`src/rtl/arm_hazard_scoreboard_if.sv`:
```
// Decode-side request and hazard-control response bundle between the ARM core and its hazard scoreboard.
// The core drives the D-stage fields and reads back stalls, flushes, forwarding selects and counters.
interface arm_hazard_scoreboard_if #(
  parameter int ADDR_W = 4,
  parameter int CNT_W  = 32
);
  logic              ValidD;
  logic [ADDR_W-1:0] RA1D;
  logic [ADDR_W-1:0] RA2D;
  logic              Use1D;
  logic              Use2D;
  logic [ADDR_W-1:0] WA3D;
  logic              RegWriteD;
  logic              MemToRegD;
  logic              PCSrcD;
  logic              BranchTakenE;

  logic              StallF;
  logic              StallD;
  logic              FlushD;
  logic              FlushE;
  logic [1:0]        ForwardAE;
  logic [1:0]        ForwardBE;
  logic [CNT_W-1:0]  StallCount;
  logic [CNT_W-1:0]  FlushCount;

  modport master (
    output ValidD, RA1D, RA2D, Use1D, Use2D, WA3D,
    output RegWriteD, MemToRegD, PCSrcD, BranchTakenE,
    input  StallF, StallD, FlushD, FlushE,
    input  ForwardAE, ForwardBE, StallCount, FlushCount
  );

  modport slave (
    input  ValidD, RA1D, RA2D, Use1D, Use2D, WA3D,
    input  RegWriteD, MemToRegD, PCSrcD, BranchTakenE,
    output StallF, StallD, FlushD, FlushE,
    output ForwardAE, ForwardBE, StallCount, FlushCount
  );
endinterface

```
`src/rtl/arm_hazard_scoreboard.sv`:
```
// Hazard unit for the 5-stage ARM pipeline: shadows the E/M/W register tags and derives forwarding
// selects, load-use and PC-write stalls, branch flushes and saturating stall/flush counters.
module arm_hazard_scoreboard #(
  parameter int ADDR_W     = 4,
  parameter int FORWARD_EN = 1,
  parameter int CNT_W      = 32
) (
  input logic                  clk,
  input logic                  reset,
  arm_hazard_scoreboard_if.slave hz
);

  localparam logic [ADDR_W-1:0] PC_REG = '1;

  logic              e_valid, e_use1, e_use2, e_regwrite, e_memtoreg, e_pcwr;
  logic [ADDR_W-1:0] e_ra1, e_ra2, e_wa;
  logic              m_valid, m_regwrite, m_pcwr;
  logic [ADDR_W-1:0] m_wa;
  logic              w_valid, w_regwrite, w_pcwr;
  logic [ADDR_W-1:0] w_wa;

  logic [CNT_W-1:0]  stall_count, flush_count;

  logic              d_rd1, d_rd2, e_rd1, e_rd2;
  logic              e_hit_d, m_hit_d, e_is_load;
  logic              ld_stall, pc_wr_pend, pc_src_w;
  logic              stall_f, stall_d, flush_d, flush_e;
  logic [1:0]        fwd_a, fwd_b;

  // R15 reads return PC+8 from the datapath, so a pending write to it never forwards or stalls.
  function automatic logic slot_match(input logic              valid,
                                      input logic              regwrite,
                                      input logic [ADDR_W-1:0] wa,
                                      input logic              rd_en,
                                      input logic [ADDR_W-1:0] ra);
    return valid & regwrite & rd_en & (wa == ra) & (ra != PC_REG);
  endfunction

  always_comb begin
    d_rd1     = hz.ValidD & hz.Use1D;
    d_rd2     = hz.ValidD & hz.Use2D;
    e_rd1     = e_valid & e_use1;
    e_rd2     = e_valid & e_use2;
    e_hit_d   = slot_match(e_valid, e_regwrite, e_wa, d_rd1, hz.RA1D) |
                slot_match(e_valid, e_regwrite, e_wa, d_rd2, hz.RA2D);
    m_hit_d   = slot_match(m_valid, m_regwrite, m_wa, d_rd1, hz.RA1D) |
                slot_match(m_valid, m_regwrite, m_wa, d_rd2, hz.RA2D);
    e_is_load = e_valid & e_memtoreg & e_regwrite;

    ld_stall = 1'b0;
    fwd_a    = 2'b00;
    fwd_b    = 2'b00;
    if (FORWARD_EN != 0) begin
      ld_stall = e_is_load & e_hit_d;
      if (slot_match(m_valid, m_regwrite, m_wa, e_rd1, e_ra1))      fwd_a = 2'b10;
      else if (slot_match(w_valid, w_regwrite, w_wa, e_rd1, e_ra1)) fwd_a = 2'b01;
      if (slot_match(m_valid, m_regwrite, m_wa, e_rd2, e_ra2))      fwd_b = 2'b10;
      else if (slot_match(w_valid, w_regwrite, w_wa, e_rd2, e_ra2)) fwd_b = 2'b01;
    end else begin
      ld_stall = e_hit_d | m_hit_d;
    end

    pc_wr_pend = (hz.ValidD & hz.PCSrcD) | (e_valid & e_pcwr) | (m_valid & m_pcwr);
    pc_src_w   = w_valid & w_pcwr;

    // Controls are held low during reset so the core cannot freeze or bubble on stale decode inputs.
    stall_f = ~reset & (ld_stall | pc_wr_pend);
    stall_d = ~reset & ld_stall;
    flush_d = ~reset & (pc_wr_pend | pc_src_w | hz.BranchTakenE);
    flush_e = ~reset & (ld_stall | hz.BranchTakenE);
    if (reset) begin
      fwd_a = 2'b00;
      fwd_b = 2'b00;
    end
  end

  assign hz.StallF     = stall_f;
  assign hz.StallD     = stall_d;
  assign hz.FlushD     = flush_d;
  assign hz.FlushE     = flush_e;
  assign hz.ForwardAE  = fwd_a;
  assign hz.ForwardBE  = fwd_b;
  assign hz.StallCount = stall_count;
  assign hz.FlushCount = flush_count;

  // Tag fields need no reset: nothing reads them while the matching valid bit is clear.
  always_ff @(posedge clk) begin
    w_wa       <= m_wa;
    w_regwrite <= m_regwrite;
    w_pcwr     <= m_pcwr;
    m_wa       <= e_wa;
    m_regwrite <= e_regwrite;
    m_pcwr     <= e_pcwr;
    e_ra1      <= hz.RA1D;
    e_ra2      <= hz.RA2D;
    e_use1     <= hz.Use1D;
    e_use2     <= hz.Use2D;
    e_wa       <= hz.WA3D;
    e_regwrite <= hz.RegWriteD;
    e_memtoreg <= hz.MemToRegD;
    e_pcwr     <= hz.PCSrcD;
  end

  always_ff @(posedge clk) begin
    if (reset) begin
      e_valid     <= 1'b0;
      m_valid     <= 1'b0;
      w_valid     <= 1'b0;
      stall_count <= '0;
      flush_count <= '0;
    end else begin
      w_valid <= m_valid;
      m_valid <= e_valid;
      e_valid <= hz.ValidD & ~flush_e;
      if ((stall_f | stall_d) && (stall_count != '1)) stall_count <= stall_count + CNT_W'(1);
      if ((flush_d | flush_e) && (flush_count != '1)) flush_count <= flush_count + CNT_W'(1);
    end
  end

endmodule

```
`src/flat_wrapper.sv`:
```
// flat-port wrapper written by rule: the top's interface ports become plain ports
module arm_hazard_scoreboard_flat 
#(
  parameter int ADDR_W     = 4,
  parameter int FORWARD_EN = 1,
  parameter int CNT_W      = 32
)
  (clk, reset, hz_ValidD, hz_RA1D, hz_RA2D, hz_Use1D, hz_Use2D, hz_WA3D, hz_RegWriteD, hz_MemToRegD, hz_PCSrcD, hz_BranchTakenE, hz_StallF, hz_StallD, hz_FlushD, hz_FlushE, hz_ForwardAE, hz_ForwardBE, hz_StallCount, hz_FlushCount);
  arm_hazard_scoreboard_if #(.ADDR_W(ADDR_W), .CNT_W(CNT_W)) hz_i ();
  input logic clk;
  input logic reset;
  input wire logic [$bits(hz_i.ValidD)-1:0] hz_ValidD;
  input wire logic [$bits(hz_i.RA1D)-1:0] hz_RA1D;
  input wire logic [$bits(hz_i.RA2D)-1:0] hz_RA2D;
  input wire logic [$bits(hz_i.Use1D)-1:0] hz_Use1D;
  input wire logic [$bits(hz_i.Use2D)-1:0] hz_Use2D;
  input wire logic [$bits(hz_i.WA3D)-1:0] hz_WA3D;
  input wire logic [$bits(hz_i.RegWriteD)-1:0] hz_RegWriteD;
  input wire logic [$bits(hz_i.MemToRegD)-1:0] hz_MemToRegD;
  input wire logic [$bits(hz_i.PCSrcD)-1:0] hz_PCSrcD;
  input wire logic [$bits(hz_i.BranchTakenE)-1:0] hz_BranchTakenE;
  output wire logic [$bits(hz_i.StallF)-1:0] hz_StallF;
  output wire logic [$bits(hz_i.StallD)-1:0] hz_StallD;
  output wire logic [$bits(hz_i.FlushD)-1:0] hz_FlushD;
  output wire logic [$bits(hz_i.FlushE)-1:0] hz_FlushE;
  output wire logic [$bits(hz_i.ForwardAE)-1:0] hz_ForwardAE;
  output wire logic [$bits(hz_i.ForwardBE)-1:0] hz_ForwardBE;
  output wire logic [$bits(hz_i.StallCount)-1:0] hz_StallCount;
  output wire logic [$bits(hz_i.FlushCount)-1:0] hz_FlushCount;
  assign hz_i.ValidD = hz_ValidD;
  assign hz_i.RA1D = hz_RA1D;
  assign hz_i.RA2D = hz_RA2D;
  assign hz_i.Use1D = hz_Use1D;
  assign hz_i.Use2D = hz_Use2D;
  assign hz_i.WA3D = hz_WA3D;
  assign hz_i.RegWriteD = hz_RegWriteD;
  assign hz_i.MemToRegD = hz_MemToRegD;
  assign hz_i.PCSrcD = hz_PCSrcD;
  assign hz_i.BranchTakenE = hz_BranchTakenE;
  assign hz_StallF = hz_i.StallF;
  assign hz_StallD = hz_i.StallD;
  assign hz_FlushD = hz_i.FlushD;
  assign hz_FlushE = hz_i.FlushE;
  assign hz_ForwardAE = hz_i.ForwardAE;
  assign hz_ForwardBE = hz_i.ForwardBE;
  assign hz_StallCount = hz_i.StallCount;
  assign hz_FlushCount = hz_i.FlushCount;
  arm_hazard_scoreboard #(.ADDR_W(ADDR_W), .FORWARD_EN(FORWARD_EN), .CNT_W(CNT_W)) u_core (.clk(clk), .reset(reset), .hz(hz_i));
endmodule
```
`config.mk`:
```
export PLATFORM = sky130hd
export DESIGN_NAME = arm_hazard_scoreboard_flat
export DESIGN_NICKNAME = d
export VERILOG_FILES = /design/src/rtl/arm_hazard_scoreboard_if.sv /design/src/rtl/arm_hazard_scoreboard.sv /design/src/flat_wrapper.sv
export SDC_FILE = /design/constraint.sdc
export NUM_CORES = 1
export LEC_CHECK = 0
export CAP_MARGIN = 10
export CORE_MARGIN = 2
export CORE_UTILIZATION = 46
export CTS_CLUSTER_DIAMETER = 80
export CTS_CLUSTER_SIZE = 10
export DETAILED_ROUTE_END_ITERATION = 10
export GPL_ROUTABILITY_DRIVEN = 0
export GPL_TIMING_DRIVEN = 0
export PLACE_DENSITY = 0.76
export REMOVE_ABC_BUFFERS = 1
export SKIP_LAST_GASP = 1
export SLEW_MARGIN = 20
export SYNTH_ARGS = -nofsm -noshare
export SYNTH_HDL_FRONTEND = slang
export SYNTH_SLANG_ARGS = --single-unit
```
`constraint.sdc`:
```
create_clock -name clk -period 2.2 [get_ports clk]
set_clock_uncertainty 0.15 [all_clocks]
set_input_delay 0.33 -clock clk [delete_from_list [all_inputs] [get_ports clk]]
set_output_delay 0.33 -clock clk [all_outputs]
set_load 0.01 [all_outputs]
```
==> flow_summary.yaml, run 1 <==
status:
  outcome: "complete, but fails checks"
  failed_checks: "negative hold slack, negative setup slack"
grt:
  antenna_found_initial: 0
  grt_pass1_vias: 4507
  grt_pass1_wl_mm: 21.86
  grt_max_degree: 69
  overflow: 0
  grt_util_all_layers: 0.2600
layout:
  fin_util: 0.7557
  nFillCells: 630
  area_growth_pct: 62.26
  fin_nets: 679
  antennaDiodeCount: 0
  drive_above_1_share: 0.3909
  finalNonFillerCells: 793
logic_synthesis:
  ys_seq_area_frac: 0.4281
  synth.most_common_cell: "dfxtp_1"
  synth_edf_count: 0
  synth_area_mm2: 0.004489
  synth_top_area_cell: "dfxtp_1"
  ys_seq_elements: 96
  synth_ff_type: "dfxtp_1"
  synth_cells: 502
  synthArstFlopShare: 0
  ys_warn_count: 0
  synth_area_leaders: "dfxtp_1 (43%), nand4_1 (4.9%), a21oi_1 (4.8%)"
  avgSynthCellArea_um2: 8.943
  synth_commonest_cells: "dfxtp_1 (96), a21oi_1 (43), nand4_1 (35)"
  synthDominantCellAreaShare: 0.4281
  ys_types: 52
placed_design:
  portBuffers: 92
  dp_hpwl_mm: 7.577
  placedCellCount: 704
die:
  dieArea_mm2: 0.01057
  die_height_um: 102.8
  start_util: 0.4657
  fp.dieW_um: 102.8
  io_pins: 93
  core_mm2: 0.009639
  row_count: 36
critical_path:
  path_class: "reg2reg"
  cp_max_fo: 7
  cp.arrival_ps: 2610
  cp-start-kind: "register"
  rrSetupSlack_ps: -260
  cp-end-kind: "register"
  crit_required_ps: 2350
routing:
  routedWlPerCell_um: 21.07
  drt_pre_antenna_iters: 5
  drt_iter0_markers: 309
  vias_per_cell: 6.435
  finalWirelength_mm: 16.71
  vias: 5103
  detail-route-antenna-nets: 0
  drc: 0
power:
  ir_drop_mv: 0.4402
  power.leakage_uw: 0.002572
  p_per_area_mw_per_mm2: 461.3
cts:
  clock_latency_ps: 370
  cts_buffers: 9
  h-tree-depth: 3
  cts_tree: "yes"
  cts_sinks: 96
  cts_root_buf: "clkbuf_8"
  clk_pin_slew_worst_paths_ps: 100
  clock_path_buffers: 2
run:
  max_cap_violations: 0
sta:
  worstMarginPinSlew_ps: 528.5
  layout_setup_ws_ps: -257.2
  timing.slew.headroom: 0.6466
  fmax_mhz: 407.0
  drv_slew: 0
  finalSetupTns_ps: -3916
  fin_crit_ps: 2457
  rsz0062_at_grt: "true"
  hold_viol_final: 1
  timing.final.crit_share: 1.117
  setup_viol: 47
  hold_slack_ps: -0.3516
worst_hold_path:
  hp-class: "in2reg"
state kept, by name (all words and copies together), names as in the netlist:
| name | cells |
|---|---|
| u_core.e_use2 | 1 |
| u_core.w_valid | 1 |
| u_core.m_wa | 4 |
| u_core.m_regwrite | 1 |
| u_core.e_valid | 1 |
| u_core.e_use1 | 1 |
| u_core.m_pcwr | 1 |
| u_core.e_memtoreg | 1 |
| u_core.e_ra2 | 4 |
| u_core.e_wa | 4 |
| u_core.w_pcwr | 1 |
| u_core.hz.StallCount | 32 |
| u_core.e_pcwr | 1 |
| u_core.w_regwrite | 1 |
| u_core.m_valid | 1 |
| u_core.e_ra1 | 4 |
| u_core.hz.FlushCount | 32 |
| u_core.w_wa | 4 |
| u_core.e_regwrite | 1 |
through the flow:
step	setup WS, ps	power [µW]	instance area [µm²]
after global placement	-5587	2033	5455
after CTS	-143.2	3305	6533
after floorplan	-2119	1930	4368
after global routing	-356.2	3458	7284
after detailed placement	-854.4	2055	5529
final	-257.2	3360	7284
critical path, cell delays in order (launching register included):
cell      delay, ps
dfxtp_4         440
nand4_4         170
nor4_4          530
a21boi_4        360
nand4_1         180
or3_1           400
a21oi_1         160
where the power goes:
part	internal (µW)	leakage, µW	switching, µW	total [µW]
registers	1760	0.000803	39.9	1800
clock network	529	0.0000996	672	1200
logic	181	0.00167	179	360
total	2470	0.00257	891	3360
repair_timing:
item | in CTS | in global routing
setup buffers | 41 | 25
hold endpoints to repair | 0 | 1
hold buffers | 0 | 1
pin swaps | 86 | 65
cloned | 6 | 3
setup endpoints to repair | 71 | 70
gates resized for setup | 134 | 142
cell type report:
type | count | area, µm² | share of cell area
inverter | 8 | 41.29 | 0.005668
clock buffer | 9 | 123.9 | 0.01700
multi-input combinational | 373 | 3182 | 0.4368
sequential | 96 | 2007 | 0.2755
tap | 133 | 166.4 | 0.02284
timing repair buffer | 168 | 1694 | 0.2326
clock inverter | 6 | 70.07 | 0.009619
cell usage in the layout, fill, tap and decap left out, drive strengths merged, types with 11 or more instances in the layout:
master	instances
a21oi	43
buf	77
clkbuf	13
clkdlybuf4s50	75
dfxtp	96
nand2	25
nand3	34
nand4	37
nor2	23
nor3	11
nor4	12
o21ai	26
o31ai	16
or3	25
or4	20
xnor2	21
final timing paths:
kind	startpoint	to	cells after the start
worst max register to register	u_core.hz.FlushCount[4]	u_core.hz.FlushCount[20]	6
worst min-delay path	hz_RA1D[1]	u_core.e_ra1[1]	1
worst max-delay path	u_core.hz.FlushCount[4]	u_core.hz.FlushCount[20]	6
worst min register to register	u_core.e_regwrite	u_core.m_regwrite	0
per-layer routing:
metal | track usage | routed length, µm | up-vias
met4 | 0.1215 | 662 | 0
met1 | 0.3256 | 6574 | 2462
met5 | 0 | 0 | -
met3 | 0.04203 | 1330 | 76
met2 | 0.4399 | 8140 | 321
li1 | - | - | 2244
logic make-up after synthesis:
| family | count (synthesis) | synth area share |
|---|---|---|
| AND/OR/NAND/NOR | 223 | 0.3049 |
| AO/OA/AOI/OAI | 110 | 0.1536 |
| flip-flops | 96 | 0.4281 |
| buffers and inverters | 36 | 0.03372 |
| XOR/XNOR | 24 | 0.04682 |
| multiplexers | 11 | 0.02731 |
| adder cells (fa/ha/maj) | 2 | 0.005573 |
Note: power is estimated with default switching activity, not from simulation.
==> run 2, diff against run 1 <==
--- a/config.mk
+++ b/config.mk
@@ -16,3 +16,2 @@
 export PLACE_DENSITY = 0.76
-export REMOVE_ABC_BUFFERS = 1
 export SKIP_LAST_GASP = 1
--- a/constraint.sdc
+++ b/constraint.sdc
@@ -4,2 +4,2 @@
 set_output_delay 0.33 -clock clk [all_outputs]
-set_load 0.01 [all_outputs]
+set_load 0.02 [all_outputs]
==> run 2 against run 1 <==
  * The flow finishes with violations (negative setup slack)
  * Die area unchanged
  * Combinational power fell by 15%
  * Hold slack improved by 81 ps
  * Cell count decreased by 1.5%
  * Via count is 8.5% lower
  * Maximum frequency rose by 1.8%
  * Highest routed layer unchanged
  * Clock power barely moved
  * Final area shrank 7.6%
  * First-iteration DRC count shrank 7.8%
  * Sequential power about the same
  * Count of clock-buffer cells in the layout unchanged
  * Wire length shrank 15%
==> flow_summary.yaml, run 2 (same netlist as run 1, synthesis figures left out) <==
grt:
  grt_pass1_vias: 4464
  grt_max_degree: 21
  grt_pass1_wl_mm: 22.00
  grt_util_all_layers: 0.2625
  antenna_found_initial: 0
  overflow: 0
layout:
  final_cell_mix: "clkdlybuf4s50_1 (80), dfxtp_1 (55), buf_4 (37)"
  antennaDiodeCount: 0
  fin_nets: 666
  drive_above_1_share: 0.3025
  nFillCells: 735
  area_growth_pct: 49.92
  layout_commonest_cell: "clkdlybuf4s50_1"
  multi_input_area_mm2: 0.002893
  regArea_mm2: 0.002008
worst_hold_path:
  hp-start: "hz_RA1D[2]"
  hp-class: "in2reg"
cts:
  cts_sinks: 96
  clock_latency_ps: 380
  cts_root_buf: "clkbuf_8"
  cts_tree: "yes"
  cts_buffers: 9
  h-tree-depth: 3
  clk_pin_slew_worst_paths_ps: 120
  clock_path_buffers: 2
power:
  pwr-share-seq: 0.542
  p_comb_frac: 0.093
  p_int_uw: 2357
  power.leakage_uw: 0.002319
  switching_power_uw: 956.8
  sw_frac_of_total: 0.2887
  total_power_uw: 3314
  clockPowerShare: 0.365
  ir_drop_mv: 0.3576
  p_per_area_mw_per_mm2: 492.4
sta:
  timing.slew.headroom: 0.5962
  hold_slack_ps: 80.30
  hold_viol_final: 0
  layout_setup_ws_ps: -212.7
  timing.final.crit_share: 1.097
  worstMarginPinSlew_ps: 605.6
  rsz0062_at_grt: "true"
  drv_slew: 0
  fmax_mhz: 414.5
  fin_crit_ps: 2413
  setup_viol: 55
status:
  failed_checks: "negative setup slack"
  outcome: "complete, but fails checks"
routing:
  routedWlPerCell_um: 18.26
  drt_pre_antenna_iters: 5
  vias: 4667
  drt_iter0_markers: 285
  vias_per_cell: 5.976
  finalWirelength_mm: 14.26
  detail-route-antenna-nets: 0
  drc: 0
critical_path:
  slowest_delay_ps: 530
  r2r-start: "u_core.e_wa[3]"
  cp_max_fo: 3
  cp.arrival_ps: 1930
  cp_cell_sequence: "clkdlybuf4s50_1 -> nand4_1 -> nand2_2 -> nor3_4 -> buf_6 -> nor3_4 -> buf_6 -> inv_8 -> buf_6"
  cp-end-kind: "primary output"
  crit_path_start: "hz_RA1D[1]"
  path_class: "in2out"
  crit_required_ps: 1720
  cp-start-kind: "primary input"
  critPathSlowestCell: "clkdlybuf4s50_1"
  crit_path_frequent_cell: "buf_6"
die:
  fp.dieW_um: 102.8
  die_height_um: 102.8
  dieArea_mm2: 0.01057
  start_util: 0.4657
  core_mm2: 0.009639
  row_count: 36
  io_pins: 93
placed_design:
  dp_hpwl_mm: 8.982
  portBuffers: 92
logic_synthesis:
  syn_nets: 525
run:
  max_cap_violations: 0
==> run 2: cell count changes in the layout (fill, tap and decap cells not counted), sizes merged, moves of 2 or more <==
cell           previous run  this run
dlygate4sd2               7         5
inv                       8        11
clkdlybuf4s50            75        80
dlymetal6s2s              3         0
buf                      77        59
and3                     10         8
clkbuf                   13        23
==> run 2: worst max-delay path, delay by kind of cell <==
family,cells,cell delay [ps]
buffers and inverters,5,990
AND/OR/NAND/NOR,4,600
==> run 2: layer usage <==
| metal | GRT usage | routed length (µm) |
|---|---|---|
| met4 | 0.09312 | 310 |
| met1 | 0.3391 | 5730 |
| met2 | 0.4515 | 7434 |
| met5 | 0 | 0 |
| met3 | 0.03525 | 786 |
==> run 2: area by class of cell <==
| type | instances | share of cell area |
|---|---|---|
| Clock inverter | 7 | 0.01283 |
| Sequential cell | 96 | 0.2984 |
| Multi-Input combinational cell | 370 | 0.4298 |
| Buffer | 28 | 0.03123 |
| Timing Repair Buffer | 130 | 0.1790 |
| Clock buffer | 9 | 0.01840 |
| Tap cell | 133 | 0.02473 |
| Inverter | 8 | 0.005577 |
==> run 2: worst paths after layout <==
kind	to	slack [ps]	depth (start not counted)
worst max-delay path	hz_StallF	-210	9
worst min register to register	u_core.w_pcwr	210	0
worst max register to register	u_core.hz.StallCount[5]	-160	10
worst min-delay path	u_core.e_ra1[2]	80	1
==> run 2: per-stage QoR <==
step	instances	utilization	setup WS (ps)	TNS (ps)	cell area, µm²
2_1_floorplan	502	-	-10.19	-10.19	4503
3_3_place_gp	727	0.5800	-1122	-43280	5590
3_5_place_dp	727	0.5800	-1173	-46440	5590
4_1_cts	763	0.6501	-140.9	-1809	6266
5_1_grt	781	0.6982	-267.1	-11100	6730
6_report	781	0.6982	-212.7	-4326	6730
==> run 2: timing repair <==
action                                  in CTS  in global routing
resized for setup                          122                 95
hold buffers                                 0                  0
pin swaps                                   32                 23
setup buffers                               19                 19
gates cloned                                 1                  0
endpoints found under the setup margin      72                 72
==> run 2: power by group through the flow <==
stage	registers [µW]	clock network, µW	logic [µW]
2_1_floorplan	1840	0	119
5_1_grt	1800	1290	327
3_5_place_dp	1850	0	223
3_3_place_gp	1850	0	217
6_report	1800	1210	307
4_1_cts	1800	1210	265
